[config.mk]
export PLATFORM = sky130hd
export DESIGN_NAME = fp_mul_ctrl
export DESIGN_NICKNAME = d
export VERILOG_FILES = /design/src/rtl/fp_mul_pkg.sv /design/src/rtl/fp_multiplier.sv /design/src/rtl/fp_mul_ctrl.sv
export SDC_FILE = /design/constraint.sdc
export NUM_CORES = 2
export LEC_CHECK = 0
export CAP_MARGIN = 20
export CORE_UTILIZATION = 60
export DETAILED_ROUTE_END_ITERATION = 6
export GPL_ROUTABILITY_DRIVEN = 0
export PLACE_DENSITY = 0.79
export SLEW_MARGIN = 5
export SYNTH_ARGS = -nofsm -noshare
export SYNTH_HDL_FRONTEND = slang
export SYNTH_SLANG_ARGS = --single-unit
export TNS_END_PERCENT = 5
[constraint.sdc]
create_clock -name clk -period 15.7 [get_ports clk]
set_input_delay 3.14 -clock clk [delete_from_list [all_inputs] [get_ports clk]]
set_output_delay 3.14 -clock clk [all_outputs]
set_load 0.02 [all_outputs]
[src/rtl/fp_mul_pkg.sv]
// Shared definitions for the single-precision multiply controller:
// FSM state encoding, IEEE-754 constants, flag bit positions, result payload.
package fp_mul_pkg;

  localparam int unsigned WORD_W = 32;
  localparam int unsigned EXP_W  = 8;
  localparam int unsigned FRAC_W = 23;
  localparam int unsigned MANT_W = 24;
  localparam int unsigned PROD_W = 48;
  localparam int unsigned EXPS_W = 10;
  localparam int unsigned CNT_W  = 4;
  localparam int unsigned FLAG_W = 4;

  localparam int unsigned BIAS    = 127;
  localparam int unsigned EXP_MAX = 255;

  localparam logic [WORD_W-1:0] QNAN    = 32'h7FC0_0000;
  localparam logic [WORD_W-1:0] INF_MAG = 32'h7F80_0000;

  localparam int unsigned INVALID   = 3;
  localparam int unsigned OVERFLOW  = 2;
  localparam int unsigned UNDERFLOW = 1;
  localparam int unsigned INEXACT   = 0;

  typedef enum logic [1:0] {
    ST_IDLE   = 2'd0,
    ST_SETTLE = 2'd1,
    ST_ROUND  = 2'd2,
    ST_DONE   = 2'd3
  } state_t;

  // Result word plus its exception flags
  typedef struct packed {
    logic [WORD_W-1:0] result;
    logic [FLAG_W-1:0] flags;
  } fp_res_t;

  // Build a flag vector in {invalid, overflow, underflow, inexact} order
  function automatic logic [FLAG_W-1:0] mk_flags(input logic inv, input logic ovf,
                                                 input logic unf, input logic inx);
    logic [FLAG_W-1:0] f;
    f            = '0;
    f[INVALID]   = inv;
    f[OVERFLOW]  = ovf;
    f[UNDERFLOW] = unf;
    f[INEXACT]   = inx;
    return f;
  endfunction

endpackage

[src/rtl/fp_multiplier.sv]
// Combinational 24x24 unsigned mantissa array returning the raw 48-bit product.
// Ports: a, b - 24-bit mantissas (hidden bit included); p - 48-bit product.
module fp_multiplier
  import fp_mul_pkg::*;
(
  input  logic [MANT_W-1:0] a,
  input  logic [MANT_W-1:0] b,
  output logic [PROD_W-1:0] p
);

  assign p = PROD_W'(a) * PROD_W'(b);

endmodule

[src/rtl/fp_mul_ctrl.sv]
// IEEE-754 single-precision multiply unit built around a multicycle mantissa
// array: classifies operands, holds them for SETTLE_CYCLES, then normalizes,
// rounds to nearest-even and emits result plus flags over valid/ready.
// Ports: clk, rst (sync, active-high); in_valid/in_ready/in_a/in_b operand
// side; out_valid/out_ready/out_result/out_flags result side; busy = not idle.
module fp_mul_ctrl
  import fp_mul_pkg::*;
#(
  parameter int unsigned SETTLE_CYCLES = 2
) (
  input  logic              clk,
  input  logic              rst,
  input  logic              in_valid,
  output logic              in_ready,
  input  logic [WORD_W-1:0] in_a,
  input  logic [WORD_W-1:0] in_b,
  output logic              out_valid,
  input  logic              out_ready,
  output logic [WORD_W-1:0] out_result,
  output logic [FLAG_W-1:0] out_flags,
  output logic              busy
);

  state_t              state_q, state_d;
  logic [CNT_W-1:0]    cnt_q, cnt_d;
  logic [WORD_W-1:0]   a_q, a_d, b_q, b_d;
  logic [PROD_W-1:0]   prod_q, prod_d, mul_p;
  logic                out_valid_d;
  logic [WORD_W-1:0]   out_result_d;
  logic [FLAG_W-1:0]   out_flags_d;

  // Array fed only from the operand registers so it sees stable inputs
  fp_multiplier u_mul (
    .a ({1'b1, a_q[FRAC_W-1:0]}),
    .b ({1'b1, b_q[FRAC_W-1:0]}),
    .p (mul_p)
  );

  assign in_ready = (state_q == ST_IDLE) && !rst;
  assign busy     = (state_q != ST_IDLE);

  // Operand classification on the incoming pair; denormals count as zero
  logic    a_zero, a_inf, a_nan, b_zero, b_inf, b_nan, in_sign, special;
  fp_res_t spec_res;

  always_comb begin
    a_zero  = (in_a[30:23] == '0);
    b_zero  = (in_b[30:23] == '0);
    a_inf   = (in_a[30:23] == EXP_W'(EXP_MAX)) && (in_a[FRAC_W-1:0] == '0);
    b_inf   = (in_b[30:23] == EXP_W'(EXP_MAX)) && (in_b[FRAC_W-1:0] == '0);
    a_nan   = (in_a[30:23] == EXP_W'(EXP_MAX)) && (in_a[FRAC_W-1:0] != '0);
    b_nan   = (in_b[30:23] == EXP_W'(EXP_MAX)) && (in_b[FRAC_W-1:0] != '0);
    in_sign = in_a[31] ^ in_b[31];
    special = a_nan | b_nan | a_inf | b_inf | a_zero | b_zero;
    spec_res.result = {in_sign, 31'd0};
    spec_res.flags  = '0;
    if (a_nan || b_nan || (a_inf && b_zero) || (b_inf && a_zero)) begin
      spec_res.result = QNAN;
      spec_res.flags  = mk_flags(1'b1, 1'b0, 1'b0, 1'b0);
    end else if (a_inf || b_inf) begin
      spec_res.result = {in_sign, INF_MAG[30:0]};
    end
  end

  // Normalize, round to nearest-even, range check from the captured product
  logic signed [EXPS_W-1:0] e_base, e_norm, e_fin;
  logic [FRAC_W-1:0]        mant;
  logic [MANT_W-1:0]        mant_rnd;
  logic                     guard, sticky, round_up, res_sign;
  fp_res_t                  norm_res;

  always_comb begin
    res_sign = a_q[31] ^ b_q[31];
    e_base   = $signed(EXPS_W'(a_q[30:23]) + EXPS_W'(b_q[30:23]) - EXPS_W'(BIAS));
    if (prod_q[47]) begin
      mant   = prod_q[46:24];
      guard  = prod_q[23];
      sticky = |prod_q[22:0];
      e_norm = e_base + 10'sd1;
    end else begin
      mant   = prod_q[45:23];
      guard  = prod_q[22];
      sticky = |prod_q[21:0];
      e_norm = e_base;
    end
    round_up = guard & (sticky | mant[0]);
    mant_rnd = {1'b0, mant} + MANT_W'(round_up);
    // A carry out of the fraction leaves 1.0, so the fraction wraps to zero
    e_fin    = mant_rnd[FRAC_W] ? (e_norm + 10'sd1) : e_norm;
    norm_res.result = {res_sign, e_fin[EXP_W-1:0], mant_rnd[FRAC_W-1:0]};
    norm_res.flags  = mk_flags(1'b0, 1'b0, 1'b0, guard | sticky);
    if (e_fin >= $signed(EXPS_W'(EXP_MAX))) begin
      norm_res.result = {res_sign, INF_MAG[30:0]};
      norm_res.flags  = mk_flags(1'b0, 1'b1, 1'b0, 1'b1);
    end else if (e_fin <= 10'sd0) begin
      norm_res.result = {res_sign, 31'd0};
      norm_res.flags  = mk_flags(1'b0, 1'b0, 1'b1, 1'b1);
    end
  end

  // Next-state and registered-output decode
  always_comb begin
    state_d      = state_q;
    cnt_d        = cnt_q;
    a_d          = a_q;
    b_d          = b_q;
    prod_d       = prod_q;
    out_valid_d  = out_valid;
    out_result_d = out_result;
    out_flags_d  = out_flags;
    case (state_q)
      ST_IDLE: begin
        if (in_valid && in_ready) begin
          a_d = in_a;
          b_d = in_b;
          if (special) begin
            out_result_d = spec_res.result;
            out_flags_d  = spec_res.flags;
            out_valid_d  = 1'b1;
            state_d      = ST_DONE;
          end else begin
            cnt_d   = CNT_W'(SETTLE_CYCLES - 1);
            state_d = ST_SETTLE;
          end
        end
      end
      ST_SETTLE: begin
        if (cnt_q == '0) begin
          prod_d  = mul_p;
          state_d = ST_ROUND;
        end else begin
          cnt_d = cnt_q - CNT_W'(1);
        end
      end
      ST_ROUND: begin
        out_result_d = norm_res.result;
        out_flags_d  = norm_res.flags;
        out_valid_d  = 1'b1;
        state_d      = ST_DONE;
      end
      ST_DONE: begin
        if (out_ready) begin
          out_valid_d = 1'b0;
          state_d     = ST_IDLE;
        end
      end
      default: state_d = ST_IDLE;
    endcase
  end

  // State and datapath registers; reset discards any in-flight operation
  always_ff @(posedge clk) begin
    if (rst) begin
      state_q    <= ST_IDLE;
      cnt_q      <= '0;
      a_q        <= '0;
      b_q        <= '0;
      prod_q     <= '0;
      out_valid  <= 1'b0;
      out_result <= '0;
      out_flags  <= '0;
    end else begin
      state_q    <= state_d;
      cnt_q      <= cnt_d;
      a_q        <= a_d;
      b_q        <= b_d;
      prod_q     <= prod_d;
      out_valid  <= out_valid_d;
      out_result <= out_result_d;
      out_flags  <= out_flags_d;
    end
  end

endmodule

=== After elaboration in Yosys (flattened, before gate mapping) ===
Index checks and enable logic that the tools add are counted.

* Logic and storage cells: 100
* Register bits: 155
* Bits of input ports: 68

* Reduce and logical (&&, ||, !) cells: 33
* Add/subtract/negate cells: 6
* Bitwise operators: 10
* $lt $le $gt $ge: 2
* Equality and inequality tests: 11
* Multiplexer cells: 29
* Multipliers: 1

{| class="wikitable"
|+ Operators with widths
! cell !! count
|-
| $mux W32 || 3
|-
| $mux W35 || 2
|-
| $pmux W32 S2 || 1
|-
| $mul A24 B24 Y48 || 1
|-
| $logic_not A23 Y1 || 2
|-
| $reduce_bool A23 Y1 || 2
|-
| $mux W31 || 1
|-
| $add A23 B1 Y24 || 1
|-
| $mux W4 || 6
|-
| $mux W23 || 1
|-
| $reduce_or A23 Y1 || 1
|-
| $reduce_or A22 Y1 || 1
|-
| $add A10 B2 Y10 const B || 2
|-
| $mux W10 || 2
|-
| $eq A8 B8 Y1 const B || 2
|-
| $logic_not A8 Y1 || 2
|-
| $pmux W4 S2 || 2
|-
| $ge A10 B9 Y1 const B || 1
|-
| $le A10 B1 Y1 const B || 1
|-
| $ne A2 B2 Y1 const B || 5
|-
| $sub A9 B7 Y10 const B || 1
|-
| $add A8 B8 Y9 || 1
|-
| $logic_and A1 B1 Y1 || 8
|-
| $mux W2 || 4
|-
| other kinds (19) || 39
|}

=== Logic depth before layout (Yosys ltp) ===
* Word-level depth: 10
* Depth in mapped cells: 28
* Mapped depth without buffers: 26

=== Cells and area by module ===
A second synthesis with hierarchy kept.

* Cell total of the unflattened synthesis: 3220
* Area, all modules: 27302.4 µm²

{| class="wikitable"
|+ Modules (own cells, without submodules)
! module !! area each (µm²) !! cells an instance !! sequential area each (µm²) !! instances
|-
| fp_multiplier || 19153.4 || 2193 || 0.0 || 1
|-
| fp_mul_ctrl || 8149.1 || 1027 || 3103.0 || 1
|}

=== Worst setup path after synthesis ===
Ideal clock, no wire load.

* Path kind: register -> register
* Start: reg a_q[13]
* End: reg prod_q[43]
* Cell stages (with the launch flop): 27
* Arrival time: 6.829 ns
* Buffers on the path: 1
* Slack: 8.809 ns
* Cells stage by stage: dfxtp_1 clkbuf_1 nand2_1 fa_1 inv_1 fa_1 inv_1 fa_1 inv_1 fa_1 inv_1 fa_1 inv_1 fa_1 inv_1 fa_1 inv_1 ha_1 a21o_1 a21oi_1 o21ai_0 a221oi_1 o21a_1 o2111ai_1 and4_1 or4_1 nand3_1

* Word-level cells in the longest chain between the ends: 1

{| class="wikitable"
|+ RTL lines
! item !! line !! text
|-
| start, declared || fp_mul_ctrl.sv:26 || <nowiki>logic [WORD_W-1:0] a_q, a_d, b_q, b_d;</nowiki>
|-
| start signal, assigned || fp_mul_ctrl.sv:156 || <nowiki>a_q <= '0;</nowiki>
|-
| start signal, assigned || fp_mul_ctrl.sv:165 || <nowiki>a_q <= a_d;</nowiki>
|-
| $mul A24 B24 Y48 || fp_multiplier.sv:11 || <nowiki>assign p = PROD_W'(a) * PROD_W'(b);</nowiki>
|-
| end signal, assigned || fp_mul_ctrl.sv:167 || <nowiki>prod_q <= prod_d;</nowiki>
|-
| end, declared || fp_mul_ctrl.sv:27 || <nowiki>logic [PROD_W-1:0] prod_q, prod_d, mul_p;</nowiki>
|}

No other way between the ends.
A chain may end at the register's enable or synchronous reset.

=== Worst setup path after layout ===
* Start: reg a_q[6]
* End: reg prod_q[43]

The elaborated chain is that of the path after synthesis.

==> impl_metrics.env <==
export IMPL_rsz0062_at_grt="no"
export IMPL_grt_antenna_before_repair=5
export IMPL_fin_skew_ns=0.01296
export IMPL_cp_slowest_stage_delay_ns=0.99
export IMPL_worstSkewPairLatency_ns=0.45
export IMPL_dp_cells=3688
export IMPL_grt_pass1_wl_um=125000
export IMPL_ys_flop_type="dfxtp_1"
export IMPL_core_area_um2=44120
export IMPL_post_cts_buffers=0
export IMPL_startpoint_type="flip-flop"
export IMPL_syn_instance_count=3121
export IMPL_drt_pre_antenna_iters=7
export IMPL_htreeDepth=4
export IMPL_worstPathMaxFanout=21
export IMPL_min_path_type="reg -> reg"
export IMPL_vias=22170
export IMPL_hold_slack_ns=0.4565
export IMPL_syn_nets=3870
export IMPL_fmax_ghz=0.1209
export IMPL_via_per_inst=5.955
export IMPL_dp_hpwl_um=59730
export IMPL_crit_required_ns=16.09
export IMPL_drv_slew=0
export IMPL_drt_iter0_drc=1923
export IMPL_violations="DRC"
export IMPL_crit_arrival_ns=8.66
export IMPL_die_y_um=213.2
export IMPL_die_w_um=213.2
export IMPL_ys_types=83
export IMPL_status="finished with violations"
export IMPL_ir_drop_mv=0.1289
export IMPL_worst_setup_path_end_kind="flip-flop"
export IMPL_syn_area_um2=26760
export IMPL_reg2reg_from="a_q[6]"
export IMPL_period_needed_ns=8.271
export IMPL_fin_crit_sh_pct=52.68
export IMPL_placedInstanceArea_um2=28220
export IMPL_cts_hold_buf=0
export IMPL_leakage_uw=0.01359
export IMPL_power_density_nw_per_um2=127.7
export IMPL_cts_buffer_depth=2
export IMPL_die_area_um2=45450
export IMPL_drv_cap=0
export IMPL_fin_cells=3722
export IMPL_min_path_cells=2
export IMPL_wl_per_cell_um=20.78
export IMPL_clk_pin_slew_worst_paths_ns=0.07
export IMPL_initial_core_util_pct=60.64
export IMPL_cts_made_buffers=17
export IMPL_synth_avg_cell_area_um2=8.574
export IMPL_area_delta_synth_final_pct=7.827
export IMPL_yosysWarnings=0
export IMPL_tns_ns=0
export IMPL_rows=77
export IMPL_drt_total_wl_um=77330
export IMPL_ys_ff_latch=155
export IMPL_cts_repair_resized=0
export IMPL_overflow=0
export IMPL_synth_edf_count=0
export IMPL_drive_above_1_share_pct=3.516
export IMPL_drc=2
export IMPL_setup_viol_count_final=0
export IMPL_crit_path_start="a_q[6]"
export IMPL_grt_max_degree=85
export IMPL_path_class="reg -> reg"
export IMPL_cts_tree="built"
export IMPL_nets=3865
export IMPL_worst_pin_slew_ns=1.169
export IMPL_ant_nets=0
export IMPL_io_pins=107
export IMPL_stdcell_area_um2=28850
export IMPL_cts_root_buf="clkbuf_16"
export IMPL_min_from="prod_q[3]"
export IMPL_async_flop_share_pct=0
export IMPL_reg2reg_depth=25
export IMPL_ys_seq_area_share_pct=11.60
export IMPL_relSlewSlack_pct=21.38
export IMPL_grt_usage_pct=36.02
export IMPL_critPathSlowestCell="dfxtp_1"
export IMPL_finalHoldViolCount=0
export IMPL_numPortBuffers=106
export IMPL_first_global_vias=23420
export IMPL_cts_sinks=155
## Yosys cell counts (all sizes together), types with 25 or more instances
| cell type | count | area share, % |
|---|---|---|
| o21ai | 84 | 1.6 |
| and2 | 266 | 6.2 |
| and3 | 25 | 0.58 |
| inv | 613 | 8.6 |
| a21o | 33 | 0.93 |
| ha | 198 | 9.3 |
| clkbuf | 156 | 2.2 |
| nor2 | 72 | 1.0 |
| a21oi | 113 | 2.1 |
| nand2 | 477 | 6.7 |
| fa | 483 | 36 |
| nor4 | 28 | 0.81 |
| xnor2 | 40 | 1.3 |
| dfxtp | 155 | 12 |
| nand3 | 39 | 0.73 |
## area by class of cell
class | count | area [um^2]
multi-input cells | 2184 | 20700
fillers | 3511 | 15270
flip-flops and latches | 155 | 3104
inverters | 616 | 2312
repair buffers | 142 | 1390
well taps | 592 | 740.7
clock buffers | 22 | 464.2
clock inverters | 10 | 140.1
diodes | 1 | 2.502
## path summary, 6_finish.rpt
check               end  slack, ns
max reg2reg  prod_q[43]       7.43
min           prod_q[3]       0.46
min reg2reg   prod_q[3]       0.46
max          prod_q[43]       7.43
## critical path, delay by kind of cell (launching register included)
family | cells | cell delay (ns)
buf+inv | 7 | 0.71
compound gates | 6 | 1.66
fa+ha+maj | 8 | 3.64
flops | 1 | 0.99
simple gates | 4 | 1.20
## layer usage
metal  global-route usage (%)  vias to the layer above  wire (um)
met5                        0                        -         54
met2                    57.26                     1251      35310
met3                    9.060                      302       8247
met4                    19.58                        8       4795
li1                         -                     9704          -
met1                    45.14                    10900      28920
## cell usage in the layout, fill, tap and decap left out, drive strengths merged, types with 25 or more instances in the layout
cell | synthesis | routed
inv | 613 | 614
fa | 483 | 483
nand2 | 477 | 477
and2 | 266 | 266
ha | 198 | 198
dfxtp | 155 | 155
a21oi | 113 | 113
clkdlybuf4s50 | 0 | 105
o21ai | 84 | 84
nor2 | 72 | 72
xnor2 | 40 | 40
nand3 | 39 | 39
buf | 10 | 36
a21o | 33 | 33
nor4 | 28 | 28
and3 | 25 | 25
## through the flow
stage	total power [uW]	util (%)	setup slack (ns)
2_1_floorplan	2347	-	8.809
3_3_place_gp	3026	63.77	7.936
3_5_place_dp	3124	63.96	7.703
4_1_cts	3608	65.33	7.668
5_1_grt	3984	65.39	7.240
6_report	3685	65.39	7.429
## flip-flops by register name, indices dropped and copies added, names as in the netlist
signal / cells
a_q: 32
prod_q: 48
out_valid: 1
out_result: 32
b_q: 32
cnt_q: 4
state_q: 2
out_flags: 4
## logic make-up after synthesis
family / share of synthesized area [%]
muxes: 0.9679
xor gates and xnor gates: 2.090
DFF: 11.60
and+or+nand+nor: 18.69
AOI/OAI and AO/OA: 10.18
buffers and inverters: 11.08
adders and majority gates: 45.39
## report_power, final
group | internal (uW) | total (uW) | switching [uW] | leakage, uW
logic | 958 | 2600 | 1650 | 0.0120
clock network | 259 | 443 | 184 | 0.000287
registers | 473 | 638 | 165 | 0.00126
Note: power is estimated with default switching activity, not from simulation.
